### config.mk
export PLATFORM = sky130hd
export DESIGN_NAME = board_io
export DESIGN_NICKNAME = d
export VERILOG_FILES = /design/src/rtl/board_io.sv
export SDC_FILE = /design/constraint.sdc
export NUM_CORES = 1
export LEC_CHECK = 0
export ABC_AREA = 1
export BUFFER_PORTS_ARGS = -buffer_cell sky130_fd_sc_hd__buf_4
export CAP_MARGIN = 20
export CORE_MARGIN = 5
export CORE_UTILIZATION = 30
export CTS_BUF_LIST = sky130_fd_sc_hd__clkbuf_16
export DETAILED_ROUTE_END_ITERATION = 6
export GPL_ROUTABILITY_DRIVEN = 1
export MAX_ROUTING_LAYER = met4
export PLACE_DENSITY_LB_ADDON = 0.25
export SETUP_SLACK_MARGIN = 0.3
export SKIP_LAST_GASP = 1
export SLEW_MARGIN = 20
export SYNTH_ARGS = -nofsm -noshare
export SYNTH_HDL_FRONTEND = slang
export SYNTH_SLANG_ARGS = --single-unit
### constraint.sdc
create_clock -name clk -period 2.4 [get_ports clk]
set_clock_uncertainty 0.2 [all_clocks]
set_input_delay 0.24 -clock clk [delete_from_list [all_inputs] [get_ports clk]]
set_output_delay 0.24 -clock clk [all_outputs]
set_load 0.02 [all_outputs]
### src/rtl/board_io.sv
// ============================================================================
// board_io : debounced switch/button inputs with edge pulses, plus
//            period-synchronous multi-channel LED PWM with shadowed duties.
// Revision : 1.0
// ============================================================================
`default_nettype none

module board_io #(
  parameter  int N_IN      = 8,
  parameter  int DB_CYCLES = 1000,
  parameter  int N_PWM     = 15,
  parameter  int PWM_W     = 8,
  localparam int CHAN_W    = (N_PWM > 1) ? $clog2(N_PWM) : 1
) (
  input  logic              clk,
  input  logic              reset,
  input  logic [N_IN-1:0]   in_raw,
  output logic [N_IN-1:0]   in_stable,
  output logic [N_IN-1:0]   in_rise,
  output logic [N_IN-1:0]   in_fall,
  input  logic              cfg_valid,
  output logic              cfg_ready,
  input  logic [CHAN_W-1:0] cfg_chan,
  input  logic [PWM_W-1:0]  cfg_duty,
  output logic [N_PWM-1:0]  pwm_out,
  output logic              period_tick
);

  localparam int              DB_W    = $clog2(DB_CYCLES);
  localparam logic [DB_W-1:0] DB_LAST = DB_W'(DB_CYCLES - 1);

  // --------------------------------------------------------------------------
  // Input synchronisers and per-bit debouncers
  // --------------------------------------------------------------------------
  logic [N_IN-1:0] sync1_q;
  logic [N_IN-1:0] sync2_q;

  always_ff @(posedge clk) begin
    if (reset) begin
      sync1_q <= '0;
      sync2_q <= '0;
    end else begin
      sync1_q <= in_raw;
      sync2_q <= sync1_q;
    end
  end

  generate
    for (genvar g = 0; g < N_IN; g++) begin : g_db
      logic [DB_W-1:0] cnt_q;
      logic [DB_W-1:0] cnt_d;
      logic            flip;
      logic            stable_q;
      logic            rise_q;
      logic            fall_q;

      // Counter runs only while the synchronised level disagrees with stable.
      always_comb begin
        cnt_d = '0;
        flip  = 1'b0;
        if (sync2_q[g] != stable_q) begin
          if (cnt_q == DB_LAST) begin
            flip = 1'b1;
          end else begin
            cnt_d = cnt_q + DB_W'(1);
          end
        end
      end

      always_ff @(posedge clk) begin
        if (reset) begin
          cnt_q    <= '0;
          stable_q <= 1'b0;
          rise_q   <= 1'b0;
          fall_q   <= 1'b0;
        end else begin
          cnt_q    <= cnt_d;
          stable_q <= stable_q ^ flip;
          rise_q   <= flip & sync2_q[g];
          fall_q   <= flip & ~sync2_q[g];
        end
      end

      assign in_stable[g] = stable_q;
      assign in_rise[g]   = rise_q;
      assign in_fall[g]   = fall_q;
    end
  endgenerate

  // --------------------------------------------------------------------------
  // PWM period counter and configuration port
  // --------------------------------------------------------------------------
  logic [PWM_W-1:0] pcnt_q;
  logic             tick_q;
  logic             wrap;
  logic             wr_en;

  assign cfg_ready   = ~reset;
  assign wr_en       = cfg_valid & cfg_ready;
  assign wrap        = (pcnt_q == '1);
  assign period_tick = tick_q;

  always_ff @(posedge clk) begin
    if (reset) begin
      pcnt_q <= '0;
      tick_q <= 1'b0;
    end else begin
      pcnt_q <= pcnt_q + PWM_W'(1);
      tick_q <= (pcnt_q == '0);
    end
  end

  generate
    for (genvar c = 0; c < N_PWM; c++) begin : g_pwm
      logic             hit;
      logic [PWM_W-1:0] shadow_q;
      logic [PWM_W-1:0] shadow_d;
      logic [PWM_W-1:0] active_q;
      logic [PWM_W-1:0] active_d;
      logic             pwm_q;

      assign hit = wr_en && (cfg_chan == CHAN_W'(c));

      // Feeding active from shadow_d lets a write on the wrap cycle commit at once.
      always_comb begin
        shadow_d = hit ? cfg_duty : shadow_q;
        active_d = wrap ? shadow_d : active_q;
      end

      always_ff @(posedge clk) begin
        if (reset) begin
          shadow_q <= '0;
          active_q <= '0;
          pwm_q    <= 1'b0;
        end else begin
          shadow_q <= shadow_d;
          active_q <= active_d;
          pwm_q    <= (pcnt_q < active_q);
        end
      end

      assign pwm_out[c] = pwm_q;
    end
  endgenerate

endmodule

`default_nettype wire

==> results.txt <==
- Mapped Nets: 2579
* Floorplan core area: 58900 sq um
- In this run the core area contains 89 standard-cell rows.
* Wire length per cell after detailed routing: 14.1 um
- Register area share after synthesis: 43.2%
- Headroom to the max-slew limit came out at 58.0%.
* Maximum capacitance violations: 0
* Number of design rule violations left after detail routing: 0
- Vertical die dimension: 253 um
* Sequential Area: 7690 sq um
* Slew of the pin with the lowest slew margin: 0.628 ns
* Register-to-register setup slack: 0.47 ns
- In the routed layout, each cell is associated on average with a via count of 4.61.
- Drt pass-1 iters: 6
- Area added between synthesis and finish: 16.6%
* Maximum vdd drop: 564 uV
* Largest cells by area after synthesis: dfxtp_1 (43%), nand2_1 (11%), a21oi_1 (8.7%)
* Number of unique standard cell types used by synthesis: 27
- Area share of the leading cell type in the synthesized netlist: 43.2%
* Highest net fanout along the worst path: 28
- Path type of the worst setup path: input pin to output pin
- Number of fillers in the final layout: 6136
- Count of antenna diodes in the layout: 0
- Vias: 15300
- Post-synth EDFFs: 0
- In this run the number of H-tree levels came out at 2.
- First-pass GRT wire length: 75.5 mm
- Starting DRC count in detailed routing: 914
- After routing the design area is 20700 sq um.
- Counting buffers and inverters, the worst setup path is 5 cells deep.
* Number of antenna violations at the first check in global routing: 0
- For this block, the routed nets add up to 46.5 mm of wire.
* Setup-violating endpoint count in the final report: 0
- The floorplan step defined a die boundary enclosing 64300 sq um.
- Critical Path Start Type: input pin
* Antenna Violating Nets Remaining: 0
- Clock latency on the worst-skew pair: 0.57 ns
- Netlist area before placement: 17800 sq um
- In this run the critical register-to-register path is captured at g_pwm[4].active_q[4].
- Buffers inserted during clock tree synthesis total 44.
- Setup TNS: 0 ns
- Average instance area after synthesis: 7.29 sq um
- Critical path buffers and inverters: 5
- The number of cells on the worst reg-to-reg path is 10.
- Total global routing overflow: 0
- Routability-driven placement finished with a final weighted congestion of 0.788.
* Gate count after technology mapping: 2441
* Post-layout min period: 2.02 ns
* Number of primary I/O pins: 64
- Tracing the worst setup path back leads to its startpoint at reset.
- For the worst setup path, the data required time is 1.96 ns.
- The min-delay analysis places its worst path in the category input pin to flop.
* Setup repair after global routing missed its margin: false
- TritonCTS built the clock tree.
* Reg2Reg Launch Point: pcnt_q[0]
- Endpoint of the most critical setup path: cfg_ready
* Gate family responsible for the most delay along the worst path: buffers and inverters
- Die boundary width: 253 um
* Static Leakage: 8.95 nW
- Of all flip-flops after synthesis, the portion carrying an async set or reset was 0%.
* Critical Path, Cell by Cell: dlygate4sd3_1 > clkbuf_8 > inv_2 > buf_4 > buf_4
* Effective utilization at floorplan: 30.2%
- Entering global routing, the biggest net connects 94 pins.
- Of the available clock period, the critical path in the final layout requires 84.3%.
* Placed standard-cell area: 19000 sq um
- The via count of the first global-routing pass is 14600.
- Final nets: 2637
* Clock root buffer: clkbuf_16
- The run finished with clean final reports.
- Port buffering added 63 buffers.
* Fmax achieved: 0.494 GHz
- Final Slew Violations: 0
- Of all cell types, the one taking the most synthesized area is dfxtp_1.
* Total count of hold-check failures in the final report: 0
- Clock-pin slew was measured on the worst setup and hold paths at 0.06 ns.
* Data arrival time at the worst-slack endpoint: 1.58 ns
* Share of cells above drive strength 1: 7.70%
- In the global route stage, overall resource usage came out at 14.8%.
- Type of element capturing the critical path: output pin
- Peak per-stage delay on the critical path: 0.55 ns
* Flip-flop cell with the highest count after synthesis: dfxtp_1
- Power Density: 656 nW/um^2
- Count of warnings emitted by yosys: 0
- Summing all multi-input logic gate instances after layout gives 7960 sq um.
* Clock Path Buffers: 3
- Number of storage elements in the synthesis netlist: 384
* Slowest cell on crit path: dlygate4sd3_1
- Clock sink count: 384
* CP dominant cell by count: buf_4
* Dpl hpwl: 28.8 mm
==> placed cells by master, fill, tap and decap left out, types with 14 or more instances in the layout <==
cell and count:
nor3_1 16, buf_4 100, clkbuf_16 46, nand3_1 289, dfxtp_1 383, inv_1 394
nand4_1 34, nor2_1 184, ha_1 115, nand2_1 506, clkinv_1 14, xor2_1 14
a21oi_1 309, o21ai_0 15, dlygate4sd3_1 27
==> cell families (layout without fill, tap and decap cells) <==
logic type,after synthesis,count (layout),synth area share [%]
AND/OR/NAND/NOR,1059,1059,25.5
buffers and inverters,519,611,12.2
flip-flops,384,384,43.2
AO/OA/AOI/OAI,337,337,9.65
adder cells (fa/ha/maj),115,115,8.09
XOR/XNOR,27,27,1.33
==> tightest hold or removal path, delay by kind of cell <==
family | cells | cell delay, ns
compound gates | 1 | 0.06
simple gates | 3 | 0.29
buf+inv | 2 | 0.17
==> through the flow <==
step | hold slack, ns | utilization (%) | power, W | instances | worst slack [ns]
CTS | 0.00677 | 35.1 | 0.0138 | 3300 | 0.321
global route | 0.0675 | 35.2 | 0.0142 | 3306 | 0.303
floorplan | 0.147 | - | 0.00703 | 2441 | 0.437
global placement | 0.202 | 32.3 | 0.00732 | 3193 | 0.291
finish | 0.0625 | 35.2 | 0.0136 | 3306 | 0.376
detailed placement | 0.196 | 32.3 | 0.00733 | 3193 | 0.277
==> cells in the mapped netlist (2+ instances only) <==
master / n
dfxtp_1: 384
nor2_2: 9
clkbuf_1: 38
nand4_1: 34
nand2_1: 507
o21bai_1: 11
inv_1: 388
xor2_1: 14
nand3_2: 4
buf_4: 50
ha_1: 115
nor2_1: 185
buf_1: 13
nor4_1: 8
buf_2: 28
xnor2_1: 13
a31oi_1: 2
a21oi_1: 309
o21ai_0: 15
nand3b_1: 2
nor3b_1: 2
nand3_1: 290
nor3_1: 16
==> power breakdown <==
part	total, W	internal [W]	switching, W	leakage, nW
Clock	0.00638	0.00367	0.00271	0.698
Sequential	0.00647	0.00644	0.0000291	3.10
Combinational	0.000752	0.000240	0.000512	5.15
Total	0.0136	0.0103	0.00325	8.95
==> state kept, by name (all words and copies together), names as in the netlist, named ones only <==
| register | flops |
|---|---|
| g_pwm.active_q | 120 |
| g_pwm.shadow_q | 120 |
| g_db.cnt_q | 80 |
| g_pwm.pwm_q | 15 |
| g_db.fall_q | 8 |
| g_db.rise_q | 8 |
| pcnt_q | 8 |
| sync1_q | 8 |
| sync2_q | 8 |
| period_tick | 1 |
==> how the worst min path moves through the flow <==
stage,cells past startpoint,slack [ns],endpoint,from
2_1_floorplan,2,0.15,sync1_q[0],in_raw[0]
3_3_place_gp,2,0.20,sync2_q[5],sync1_q[5]
3_5_place_dp,2,0.20,sync2_q[3],sync1_q[3]
4_1_cts,5,0.007,g_pwm[3].shadow_q[0],cfg_chan[0]
5_1_grt,5,0.07,g_pwm[14].shadow_q[1],cfg_chan[1]
6_report,6,0.06,g_pwm[0].shadow_q[7],cfg_chan[0]
==> cell type report <==
| class | instances | area share (%) |
|---|---|---|
| Multi-Input combinational cell | 1538 | 38.4 |
| Sequential cell | 384 | 37.1 |
| Inverter | 390 | 7.06 |
| Timing Repair Buffer | 141 | 6.25 |
| Clock buffer | 46 | 5.55 |
| Tap cell | 773 | 4.66 |
| Clock inverter | 34 | 1.03 |
==> layer usage <==
layer / vias to the layer above / part of all wire [%] / routed length (um) / GRT usage, %
li1: 7884 / - / - / -
met1: 6980 / 46 / 21200 / 18.4
met2: 312 / 47 / 21700 / 24.9
met3: 81 / 5.1 / 2360 / 2.35
met4: 0 / 2.7 / 1270 / 4.53
met5: - / 0 / 0 / -
==> timing repair <==
item	4_1_cts	5_1_grt
buffers inserted	0	6
endpoints found under the hold margin	150	0
hold buffers	27	0
resized for setup	0	2
endpoints found under the setup margin	0	124
No activity file was read; power rests on OpenSTA's default activity.
